### src/rtl/cpu_sequencer_pkg.sv
// Shared CPU definitions: sequencer state encodings and memory opcode constants.
// Latency: n/a (types and constants only).
// Backpressure: n/a.
package cpu_sequencer_pkg;

   typedef enum logic [2:0] {
      ST_IDLE   = 3'd0,
      ST_FETCH  = 3'd1,
      ST_DECODE = 3'd2,
      ST_EXEC   = 3'd3,
      ST_MEM    = 3'd4,
      ST_WB     = 3'd5,
      ST_HALT   = 3'd6
   } state_t;

   localparam logic [3:0] OP_LW = 4'h4;
   localparam logic [3:0] OP_SW = 4'h5;

   // Only loads and stores take the MEM state.
   function automatic logic is_mem_op(input logic [3:0] op);
      return (op == OP_LW) || (op == OP_SW);
   endfunction

endpackage

### src/rtl/cpu_sequencer_if.sv
// Memory handshake bundle between the sequencer and the instruction/data memories.
// Latency: n/a (wires only).
// Backpressure: each request is held until its ready arrives.
// master: sequencer side (drives imem_req/dmem_req); slave: memory side (drives the readies).
interface cpu_sequencer_if;

   logic imem_req;
   logic imem_ready;
   logic dmem_req;
   logic dmem_ready;

   modport master (output imem_req, output dmem_req, input imem_ready, input dmem_ready);
   modport slave  (input imem_req, input dmem_req, output imem_ready, output dmem_ready);

endinterface

### src/rtl/seq_wait_timer.sv
// Memory wait-cycle counter; flags the cycle on which a stalled access hits TIMEOUT_CYC.
// Latency: timeout_o is combinational on the TIMEOUT_CYC-th consecutive waiting cycle.
// Backpressure: none; counts while wait_i is high, clears on clr_i.
// Ports: clk, rst_n, wait_i (waiting without ready), clr_i (state change), timeout_o.
module seq_wait_timer #(
   parameter int TIMEOUT_CYC = 16
) (
   input  logic clk,
   input  logic rst_n,
   input  logic wait_i,
   input  logic clr_i,
   output logic timeout_o
);

   localparam int              CW   = (TIMEOUT_CYC > 1) ? $clog2(TIMEOUT_CYC) : 1;
   localparam logic [CW-1:0]   LAST = CW'(TIMEOUT_CYC - 1);

   logic [CW-1:0] cnt_q, cnt_d;

   // A timeout always forces a state change, so the count never passes LAST.
   always_comb begin
      cnt_d = cnt_q;
      if (clr_i) begin
         cnt_d = '0;
      end else if (wait_i) begin
         cnt_d = cnt_q + CW'(1);
      end
   end

   always_ff @(posedge clk or negedge rst_n) begin
      if (!rst_n) begin
         cnt_q <= '0;
      end else begin
         cnt_q <= cnt_d;
      end
   end

   assign timeout_o = wait_i && (cnt_q == LAST);

endmodule

### src/rtl/cpu_sequencer.sv
// Multi-cycle CPU control sequencer: FETCH/DECODE/EXEC/[MEM]/WB with sticky halt request.
// Latency: fetch-to-WB 4 cycles (5 for lw/sw) with zero-wait memories.
// Backpressure: FETCH/MEM hold their request until ready; optional timeout via SEQ_TIMEOUT_EN.
// Ports: clk, rst_n, run, halt_req, opcode, ld_dec, mem (imem/dmem handshakes), ir_ld,
//        ld_out, pc_inc, busy, halted, err, retired.
module cpu_sequencer
   import cpu_sequencer_pkg::*;
#(
   parameter int TIMEOUT_CYC = 16
) (
   input  logic                   clk,
   input  logic                   rst_n,
   input  logic                   run,
   input  logic                   halt_req,
   input  logic [3:0]             opcode,
   input  logic [6:0]             ld_dec,
   cpu_sequencer_if.master        mem,
   output logic                   ir_ld,
   output logic [6:0]             ld_out,
   output logic                   pc_inc,
   output logic                   busy,
   output logic                   halted,
   output logic                   err,
   output logic [15:0]            retired
);

   state_t      state_q, state_d;
   logic        halt_q;
   logic [15:0] retired_q;
   logic        imem_req_c, dmem_req_c;
   logic        timeout;

`ifdef SEQ_TIMEOUT_EN
   logic err_q;
   logic waiting;

   assign waiting = ((state_q == ST_FETCH) && !mem.imem_ready) ||
                    ((state_q == ST_MEM)   && !mem.dmem_ready);

   // A ready in FETCH/MEM always changes state, so "state change" covers both clears.
   seq_wait_timer #(.TIMEOUT_CYC(TIMEOUT_CYC)) u_wait_timer (
      .clk       (clk),
      .rst_n     (rst_n),
      .wait_i    (waiting),
      .clr_i     (state_d != state_q),
      .timeout_o (timeout)
   );

   always_ff @(posedge clk or negedge rst_n) begin
      if (!rst_n) begin
         err_q <= 1'b0;
      end else if (timeout) begin
         err_q <= 1'b1;
      end else if ((state_q == ST_HALT) && run) begin
         err_q <= 1'b0;
      end
   end

   assign err = err_q;
`else
   logic unused_timeout_cfg;
   assign unused_timeout_cfg = ^TIMEOUT_CYC;
   assign timeout = 1'b0;
   assign err     = 1'b0;
`endif

   always_comb begin
      state_d    = state_q;
      imem_req_c = 1'b0;
      dmem_req_c = 1'b0;
      ir_ld      = 1'b0;
      ld_out     = '0;
      pc_inc     = 1'b0;
      unique case (state_q)
         ST_IDLE: begin
            if (run) state_d = ST_FETCH;
         end
         ST_FETCH: begin
            imem_req_c = 1'b1;
            if (mem.imem_ready) begin
               ir_ld   = 1'b1;
               state_d = ST_DECODE;
            end else if (timeout) begin
               state_d = ST_HALT;
            end
         end
         ST_DECODE: state_d = ST_EXEC;
         ST_EXEC:   state_d = is_mem_op(opcode) ? ST_MEM : ST_WB;
         ST_MEM: begin
            dmem_req_c = 1'b1;
            if (mem.dmem_ready) begin
               state_d = ST_WB;
            end else if (timeout) begin
               state_d = ST_HALT;
            end
         end
         ST_WB: begin
            ld_out  = ld_dec;
            pc_inc  = ~ld_dec[0];
            // A request arriving in WB itself still stops after this instruction.
            state_d = (halt_q || halt_req) ? ST_HALT : ST_FETCH;
         end
         ST_HALT: begin
            if (run) state_d = ST_FETCH;
         end
         default: state_d = ST_IDLE;
      endcase
   end

   always_ff @(posedge clk or negedge rst_n) begin
      if (!rst_n) begin
         state_q   <= ST_IDLE;
         halt_q    <= 1'b0;
         retired_q <= '0;
      end else begin
         state_q <= state_d;
         if ((state_q != ST_HALT) && (state_d == ST_HALT)) begin
            halt_q <= 1'b0;
         end else if ((state_q != ST_HALT) && halt_req) begin
            halt_q <= 1'b1;
         end
         if (state_q == ST_WB) begin
            retired_q <= retired_q + 16'd1;
         end
      end
   end

   assign mem.imem_req = imem_req_c;
   assign mem.dmem_req = dmem_req_c;
   assign busy         = (state_q != ST_IDLE) && (state_q != ST_HALT);
   assign halted       = (state_q == ST_HALT);
   assign retired      = retired_q;

endmodule

### src/flat_wrapper.sv
// flat-port wrapper written by rule: the top's interface ports become plain ports
module cpu_sequencer_flat import cpu_sequencer_pkg::*;
#(
   parameter int TIMEOUT_CYC = 16
)
  (clk, rst_n, run, halt_req, opcode, ld_dec, ir_ld, ld_out, pc_inc, busy, halted, err, retired, mem_imem_req, mem_dmem_req, mem_imem_ready, mem_dmem_ready);
  cpu_sequencer_if mem_i ();
  input  logic clk;
  input  logic rst_n;
  input  logic run;
  input  logic halt_req;
  input  logic [3:0] opcode;
  input  logic [6:0] ld_dec;
  output logic ir_ld;
  output logic [6:0] ld_out;
  output logic pc_inc;
  output logic busy;
  output logic halted;
  output logic err;
  output logic [15:0] retired;
  output wire logic [$bits(mem_i.imem_req)-1:0] mem_imem_req;
  output wire logic [$bits(mem_i.dmem_req)-1:0] mem_dmem_req;
  input wire logic [$bits(mem_i.imem_ready)-1:0] mem_imem_ready;
  input wire logic [$bits(mem_i.dmem_ready)-1:0] mem_dmem_ready;
  assign mem_imem_req = mem_i.imem_req;
  assign mem_dmem_req = mem_i.dmem_req;
  assign mem_i.imem_ready = mem_imem_ready;
  assign mem_i.dmem_ready = mem_dmem_ready;
  cpu_sequencer #(.TIMEOUT_CYC(TIMEOUT_CYC)) u_core (.clk(clk), .rst_n(rst_n), .run(run), .halt_req(halt_req), .opcode(opcode), .ld_dec(ld_dec), .mem(mem_i), .ir_ld(ir_ld), .ld_out(ld_out), .pc_inc(pc_inc), .busy(busy), .halted(halted), .err(err), .retired(retired));
endmodule
### config.mk
export PLATFORM = sky130hd
export DESIGN_NAME = cpu_sequencer_flat
export DESIGN_NICKNAME = d
export VERILOG_FILES = /design/src/rtl/cpu_sequencer_pkg.sv /design/src/rtl/cpu_sequencer_if.sv /design/src/rtl/seq_wait_timer.sv /design/src/rtl/cpu_sequencer.sv /design/src/flat_wrapper.sv
export SDC_FILE = /design/constraint.sdc
export NUM_CORES = 1
export LEC_CHECK = 0
export CORE_MARGIN = 2
export CORE_UTILIZATION = 44
export DETAILED_ROUTE_END_ITERATION = 12
export GPL_TIMING_DRIVEN = 1
export PLACE_DENSITY = 0.86
export SETUP_SLACK_MARGIN = 0.15
export SYNTH_ARGS = -nofsm -noshare
export SYNTH_HDL_FRONTEND = slang
export SYNTH_SLANG_ARGS = --single-unit
### constraint.sdc
create_clock -name clk -period 3.2 [get_ports clk]
set_input_delay 0.48 -clock clk [delete_from_list [all_inputs] [get_ports clk]]
set_output_delay 0.48 -clock clk [all_outputs]
set_load 0.05 [all_outputs]
== After elaboration in Yosys (flattened, before gate mapping) ==
Index checks and enable logic that the tools add are counted.
W data, S select, Z words.
Cells by class
  add/sub/neg operators: 1
  eq/ne operators: 10
  multiplexer cells: 14
  bitwise gates (word level): 1
  reduce and logical (&&, ||, !) cells: 9
Operators with widths (count)
  $pmux W3 S6: 1
  $add A16 B1 Y16 const B: 1
  $eq A3 B3 Y1 const B: 4
  $mux W3: 4
  $eq A4 B3 Y1 const B: 2
  $mux W1: 8
  $mux W7: 1
  $eq A3 B2 Y1 const B: 2
  $eq A3 B1 Y1 const B: 1
  $logic_and A1 B1 Y1: 3
  $logic_not A3 Y1: 1
  $ne A3 B3 Y1 const B: 1
  $reduce_bool A3 Y1: 1
  $logic_or A1 B1 Y1: 2
  $reduce_bool A2 Y1: 1
  $reduce_or A2 Y1: 1
  $not A1 Y1: 1
Word-level totals
  register bits: 20
  bits of input ports: 17
  output and inout bits: 30
  logic and storage cells: 38

== Depth between registers and ports, before layout ==
Gate-level depths: netlist of the first run.
  depth after elaboration: 7
  depth in mapped cells: 6
  gate-level depth less buffers: 5

== Worst setup path after synthesis of the first run ==
OpenSTA, ideal clock, no wires.
  path type: reg-to-output
  from: register u_core.state_q[0]
  to: output port ir_ld
  arrival: 1.879 ns
  required time: 2.720 ns
  slack: 0.841 ns
  stages on the path, launching flop included: 4
  buffers on the path: 0
  cells stage by stage: dfrtp_1 > or2b_1 > nor2_1 > and2_1
On the way
  cells in the longest elaborated chain, start to end: 2
RTL lines
  start: declaration: RTL line cpu_sequencer.sv:27  | state_t state_q, state_d;
  start signal: assignment: RTL line cpu_sequencer.sv:116  | state_q <= state_d;
  $eq A3 B1 Y1: RTL line cpu_sequencer.sv:74  | unique case (state_q)
  $mux W1: RTL line cpu_sequencer.sv:74
  end: declaration: RTL line flat_wrapper.sv:14  | output logic ir_ld;
No other way between the ends.

== Worst setup path after layout of the first run ==
  from: register u_core.state_q[2]
  to: output port ld_out[2]
On the way
  cells in the longest elaborated chain, start to end: 2
RTL lines
  $eq A3 B3 Y1: RTL line cpu_sequencer.sv:74
  $mux W7: RTL line cpu_sequencer.sv:74
  end: declaration: RTL line flat_wrapper.sv:15  | output logic [6:0] ld_out;
No other way between the ends.

==> results of run 1 <==
[power breakdown]
part	switching [mW]	internal (mW)	total (mW)
Clock	0.0730	0.0692	0.142
Sequential	0.0807	0.304	0.385
Combinational	0.381	0.230	0.611
[metal layers]
layer / wire length, um / vias to the layer above
met4: 8 / 0
met2: 1060 / 23
met5: 0 / -
met1: 918 / 402
li1: - / 440
met3: 104 / 2
[cells in the final DEF (no fill, tap or decap), types with 2 or more instances in the layout]
| master | synthesis | final |
|---|---|---|
| clkbuf_4 | 0 | 3 |
| xnor2_1 | 7 | 7 |
| a21oi_1 | 3 | 3 |
| nor3_1 | 5 | 5 |
| inv_1 | 4 | 4 |
| nand4_1 | 2 | 2 |
| and2_1 | 10 | 10 |
| xor2_1 | 8 | 8 |
| and2b_1 | 3 | 3 |
| dfrtp_1 | 20 | 20 |
| clkdlybuf4s50_1 | 0 | 44 |
| nor2b_1 | 4 | 4 |
| nor2_1 | 8 | 8 |
| nand2_1 | 11 | 11 |
| nand3_1 | 2 | 2 |
[worst paths after layout]
kind                                      end  slack [ns]
max reg2reg                u_core.retired[12]        1.37
min                        u_core.retired[15]        0.47
min in group asynchronous   u_core.state_q[1]        0.68
max in group asynchronous   u_core.state_q[2]        1.98
min reg2reg                u_core.retired[15]        0.47
max                                 ld_out[2]        0.41
[sequential cells by signal, indices dropped and copies added, names as in the netlist]
name,count
u_core.state_q,3
u_core.retired,16
u_core.halt_q,1
[metrics by stage]
stage               power, mW  instances  setup slack (ns)  util, %
global placement        0.994        174             0.749     67.2
floorplan               0.819        106             0.841        -
global route             1.21        178             0.278     68.8
detailed placement       1.00        174             0.713     67.2
CTS                      1.15        178             0.391     68.8
finish                   1.14        178             0.411     68.8
[cell families after synthesis]
family,Yosys count
AND/OR/NAND/NOR,53
flip-flops,20
XOR/XNOR,15
buffers and inverters,8
AO/OA/AOI/OAI,7
adder cells (fa/ha/maj),1
other,1
multiplexers,1
[final cells by class]
class / count / share of cell area, %
Timing Repair Buffer: 44 / 28.4
Inverter: 4 / 0.968
Multi-Input combinational cell: 78 / 33.8
Clock buffer: 4 / 2.34
Sequential cell: 20 / 32.3
Tap cell: 28 / 2.26
==> results.sh, run 1 <==
export IMPL_yosysUniqueCellTypes=31
export IMPL_insertion_delay_ns=0.29
export IMPL_netlist_instances=106
export IMPL_synth_edff_count=0
export IMPL_clk_pin_slew_worst_paths_ns=0.11
export IMPL_ctsResizeCount=0
export IMPL_place_gp_congestion=0.762
export IMPL_crit_family="buffers and inverters"
export IMPL_grt_max_degree=21
export IMPL_seqCellArea_um2=500
export IMPL_wire_per_inst_um=11.7
export IMPL_muxShareOfSynthArea_pct=1.05
export IMPL_grtUsageTotal_pct=16.4
export IMPL_use_met2_pct=27.6
export IMPL_cts_hold_buf=0
export IMPL_report_final_hold_viol_count=0
export IMPL_finClkSkew_ns=0.00375
export IMPL_drtPass1Iterations=4
export IMPL_yosysSeqAreaShare_pct=46.8
export IMPL_n_antenna_cell=0
export IMPL_crit_cells=3
export IMPL_synth_top_family_by_area="simple AND/OR/NAND/NOR gates"
export IMPL_cts_tree="done"
export IMPL_busiest_layer="met2"
export IMPL_synthFlopType="dfrtp_1"
export IMPL_vias_per_cell=4.87
export IMPL_dieArea_um2=2840
export IMPL_antenna_found_initial=0
export IMPL_yosys_area_share_simple_pct=30.1
export IMPL_rows=17
export IMPL_clockBufferDepth=2
export IMPL_min_from="u_core.retired[15]"
export IMPL_arrival_ns=2.31
export IMPL_grt_pass1_vias=816
export IMPL_synth_area_leaders="dfrtp_1 (47%), xor2_1 (6.6%), and2_1 (5.9%), xnor2_1 (5.7%), nand2_1 (3.9%)"
export IMPL_synth_most_common_cell="dfrtp_1"
export IMPL_grt_pass1_wl_um=3450
export IMPL_worstSetupPathType="register to primary output"
export IMPL_start_util_pct=47.4
export IMPL_cp_required_ns=2.72
export IMPL_rr_worst_depth=4
export IMPL_cts_htree_levels=1
export IMPL_slowest_stage="clkdlybuf4s50_1"
export IMPL_die_x_um=53.3
export IMPL_synth_top_area_share_pct=46.8
export IMPL_synthArstFlopShare_pct=100
export IMPL_met1_usage_pct=21.5
export IMPL_post_cts_buffers=0
export IMPL_fillCellCount=206
export IMPL_syn_area_per_cell_um2=10.1
export IMPL_final_area_um2=1550
export IMPL_yosys_area_top_type="dfrtp_1"
export IMPL_grt_overflow=0
export IMPL_die_h_um=53.3
export IMPL_synth_common_cells="dfrtp_1 (20), nand2_1 (11), and2_1 (10)"
export IMPL_dp_hpwl_um=1690
export IMPL_cp_startpoint="u_core.state_q[2]"
export IMPL_ys_warnings_count=0
export IMPL_synth_compound_area_share_pct=4.10
export IMPL_area_growth_pct=45.2
export IMPL_period_minus_slack_ns=2.79
export IMPL_cts_buffers=3
export IMPL_p_leak_nw=0.698
export IMPL_clkSinkCount=20
export IMPL_first_iter_violations=5
export IMPL_core_um2=2250
export IMPL_synth_area_um2=1070
export IMPL_detail_route_antenna_nets=0
export IMPL_holdWs_ns=0.472
export IMPL_yosys_register_bits=20
export IMPL_vias=867
export IMPL_end_kind="primary output"
export IMPL_wirelength_um=2090
export IMPL_syn_nets=124
export IMPL_fin_nets=169
export IMPL_place_area_um2=1520
export IMPL_ctsRootBufferMaster="clkbuf_4"
export IMPL_drive_gt1_share_pct=4.67
export IMPL_reg2reg_from="u_core.state_q[2]"
export IMPL_synthAdderAreaFrac_pct=1.17
export IMPL_hold_depth=1
export IMPL_fin_setup_tns_ns=0
export IMPL_globalRouteMet3Util_pct=3.95
export IMPL_worstSetupStartpointType="register"
export IMPL_path_cells="and3b_1, and2_1, clkdlybuf4s50_1"
export IMPL_path_max_fanout=15
export IMPL_hp_class="register to register"
export IMPL_max_cap_violations=0
export IMPL_max_freq_ghz=0.359
export IMPL_drv_slew=0
export IMPL_fin_crit_sh_pct=87.2
export IMPL_drc=0
export IMPL_vdd_ir_drop_max_mv=0.617
export IMPL_status="finished, final reports clean"
export IMPL_tightest_slew_ns=0.885
export IMPL_crit_buf_inv=1
export IMPL_p_per_area_nw_per_um2=734
export IMPL_ios=47
export IMPL_synth_xor_xnor_area_share_pct=12.3
export IMPL_slew_headroom_pct=40.8
export IMPL_setup_viol_count_final=0
export IMPL_cp_slowest_stage_delay_ns=0.80
export IMPL_rsz0062_at_grt="false"
export IMPL_port_buffers=44
export IMPL_multi_input_area_um2=524
Note: power is estimated with default switching activity, not from simulation.
==> inputs of run 2 (changes only) <==
--- a/config.mk
+++ b/config.mk
@@ -7,8 +7,10 @@
 export LEC_CHECK = 0
 export CORE_MARGIN = 2
 export CORE_UTILIZATION = 44
+export CTS_CLUSTER_DIAMETER = 200
 export DETAILED_ROUTE_END_ITERATION = 12
 export GPL_TIMING_DRIVEN = 1
+export HOLD_SLACK_MARGIN = 0.15
 export PLACE_DENSITY = 0.86
 export SETUP_SLACK_MARGIN = 0.15
 export SYNTH_ARGS = -nofsm -noshare
==> results of run 2 <==
The final DEF is identical to that of run 1; final timing and power are the same.
==> inputs of run 3 (changes only) <==
--- a/config.mk
+++ b/config.mk
@@ -5,7 +5,6 @@
 export SDC_FILE = /design/constraint.sdc
 export NUM_CORES = 1
 export LEC_CHECK = 0
-export CORE_MARGIN = 2
 export CORE_UTILIZATION = 44
 export CTS_CLUSTER_DIAMETER = 200
 export DETAILED_ROUTE_END_ITERATION = 12
==> run 3 against run 2 <==
Final cell count is the same. Sequential power hardly changed. Combinational power about the same. Non-clock buffer count unchanged. Count of clock-buffer cells in the layout unchanged. Via count increased by 1.5%.
==> results.sh, run 3 (synthesized netlist as in run 1, its figures left out) <==
export IMPL_place_gp_congestion=0.796
export IMPL_rsz0062_at_grt="false"
export IMPL_grt_pass1_vias=810
export IMPL_detail_route_antenna_nets=0
export IMPL_cp_startpoint="u_core.state_q[1]"
export IMPL_place_area_um2=1520
export IMPL_vias_per_cell=4.94
export IMPL_fin_crit_sh_pct=86.8
export IMPL_drc=0
export IMPL_hp_class="register to register"
export IMPL_ff2ff_setup_slack_ns=1.40
export IMPL_critPathCapture="ld_out[6]"
export IMPL_grt_max_degree=21
export IMPL_wire_per_inst_um=10.8
export IMPL_ctsRootBufferMaster="clkbuf_4"
export IMPL_dp_hpwl_um=1520
export IMPL_die_x_um=51.3
export IMPL_area_growth_pct=45.2
export IMPL_vias=880
export IMPL_reg2reg_from="u_core.state_q[1]"
export IMPL_final_common_cell="clkdlybuf4s50_1"
export IMPL_arrival_ns=2.30
export IMPL_fin_setup_tns_ns=0
export IMPL_cp_required_ns=2.72
export IMPL_antenna_found_initial=0
export IMPL_status="finished, final reports clean"
export IMPL_final_area_um2=1550
export IMPL_path_max_fanout=15
export IMPL_r2r_end="u_core.retired[12]"
export IMPL_cts_htree_levels=1
export IMPL_wirelength_um=1930
export IMPL_n_antenna_cell=0
export IMPL_end_kind="primary output"
export IMPL_clkSinkCount=20
export IMPL_p_total_mw=1.14
export IMPL_fin_nets=169
export IMPL_drv_slew=0
export IMPL_clk_pin_slew_worst_paths_ns=0.11
export IMPL_period_minus_slack_ns=2.78
export IMPL_grtUsageTotal_pct=16.7
export IMPL_die_h_um=51.3
export IMPL_cts_hold_buf=0
export IMPL_report_final_hold_viol_count=0
export IMPL_final_cell_mix="clkdlybuf4s50_1 (44), dfrtp_1 (20), nand2_1 (11)"
export IMPL_cts_tree="done"
export IMPL_worstSetupPathType="register to primary output"
export IMPL_vdd_ir_drop_max_mv=0.443
export IMPL_post_cts_buffers=0
export IMPL_dieArea_um2=2630
export IMPL_first_iter_violations=8
export IMPL_clockBufferDepth=2
export IMPL_drive_gt1_share_pct=4.67
export IMPL_max_cap_violations=0
export IMPL_rows=17
export IMPL_drtPass1Iterations=4
export IMPL_p_leak_nw=0.698
export IMPL_rr_worst_depth=4
export IMPL_setup_viol_count_final=0
export IMPL_ctsResizeCount=0
export IMPL_port_buffers=44
export IMPL_slew_headroom_pct=43.5
export IMPL_core_um2=2250
export IMPL_grt_pass1_wl_um=3260
export IMPL_max_freq_ghz=0.360
export IMPL_start_util_pct=47.4
export IMPL_ios=47
export IMPL_p_per_area_nw_per_um2=732
export IMPL_tightest_slew_ns=0.846
export IMPL_largest_reg_flops=16
export IMPL_finClkSkew_ns=0.00594
export IMPL_grt_overflow=0
export IMPL_cts_buffers=3
export IMPL_insertion_delay_ns=0.29
export IMPL_worstSetupStartpointType="register"
[run 3: final cells by class]
cell class                 count  area, um2
inverter                       4       15.0
clock buffer                   4       36.3
tap                           28       35.0
timing repair buffer          44        440
fill                         190        703
sequential                    20        500
multi-input combinational     78        524
[run 3: power breakdown]
group          internal (mW)  switching (mW)  leakage (nW)
Clock                 0.0693          0.0736        0.0210
Sequential             0.304          0.0802         0.264
Combinational          0.231           0.377         0.414
Total                  0.604           0.531         0.698
[run 3: per-stage QoR]
stage | cells | worst slack [ns] | hold slack (ns) | utilization, %
2_1_floorplan | 106 | 0.841 | 0.184 | -
3_3_place_gp | 174 | 0.762 | 0.457 | 67.2
3_5_place_dp | 174 | 0.720 | 0.462 | 67.2
4_1_cts | 178 | 0.386 | 0.480 | 68.8
5_1_grt | 178 | 0.264 | 0.505 | 68.8
6_report | 178 | 0.421 | 0.477 | 68.8
[run 3: worst min path at each step]
stage | end | slack [ns] | cells after the start | startpoint
floorplan | u_core.halt_q | 0.18 | 0 | rst_n
CTS | u_core.retired[15] | 0.48 | 1 | u_core.retired[15]
detailed placement | u_core.retired[15] | 0.46 | 1 | u_core.retired[15]
global route | u_core.retired[15] | 0.51 | 1 | u_core.retired[15]
finish | u_core.retired[15] | 0.48 | 1 | u_core.retired[15]
global placement | u_core.retired[15] | 0.46 | 1 | u_core.retired[15]
[run 3: layer usage]
layer | track usage, % | vias up | share of wire, %
met2 | 29.6 | 36 | 53
met5 | 0 | - | 0
met4 | 8.11 | 0 | 0.68
li1 | - | 436 | -
met3 | 2.98 | 2 | 5.5
met1 | 19.2 | 406 | 41
[run 3: worst max-delay path, cell delays in order (launching register included)]
cell	delay [ns]
dfrtp_1	0.45
and3b_1	0.54
and2_1	0.21
clkdlybuf4s50_1	0.80
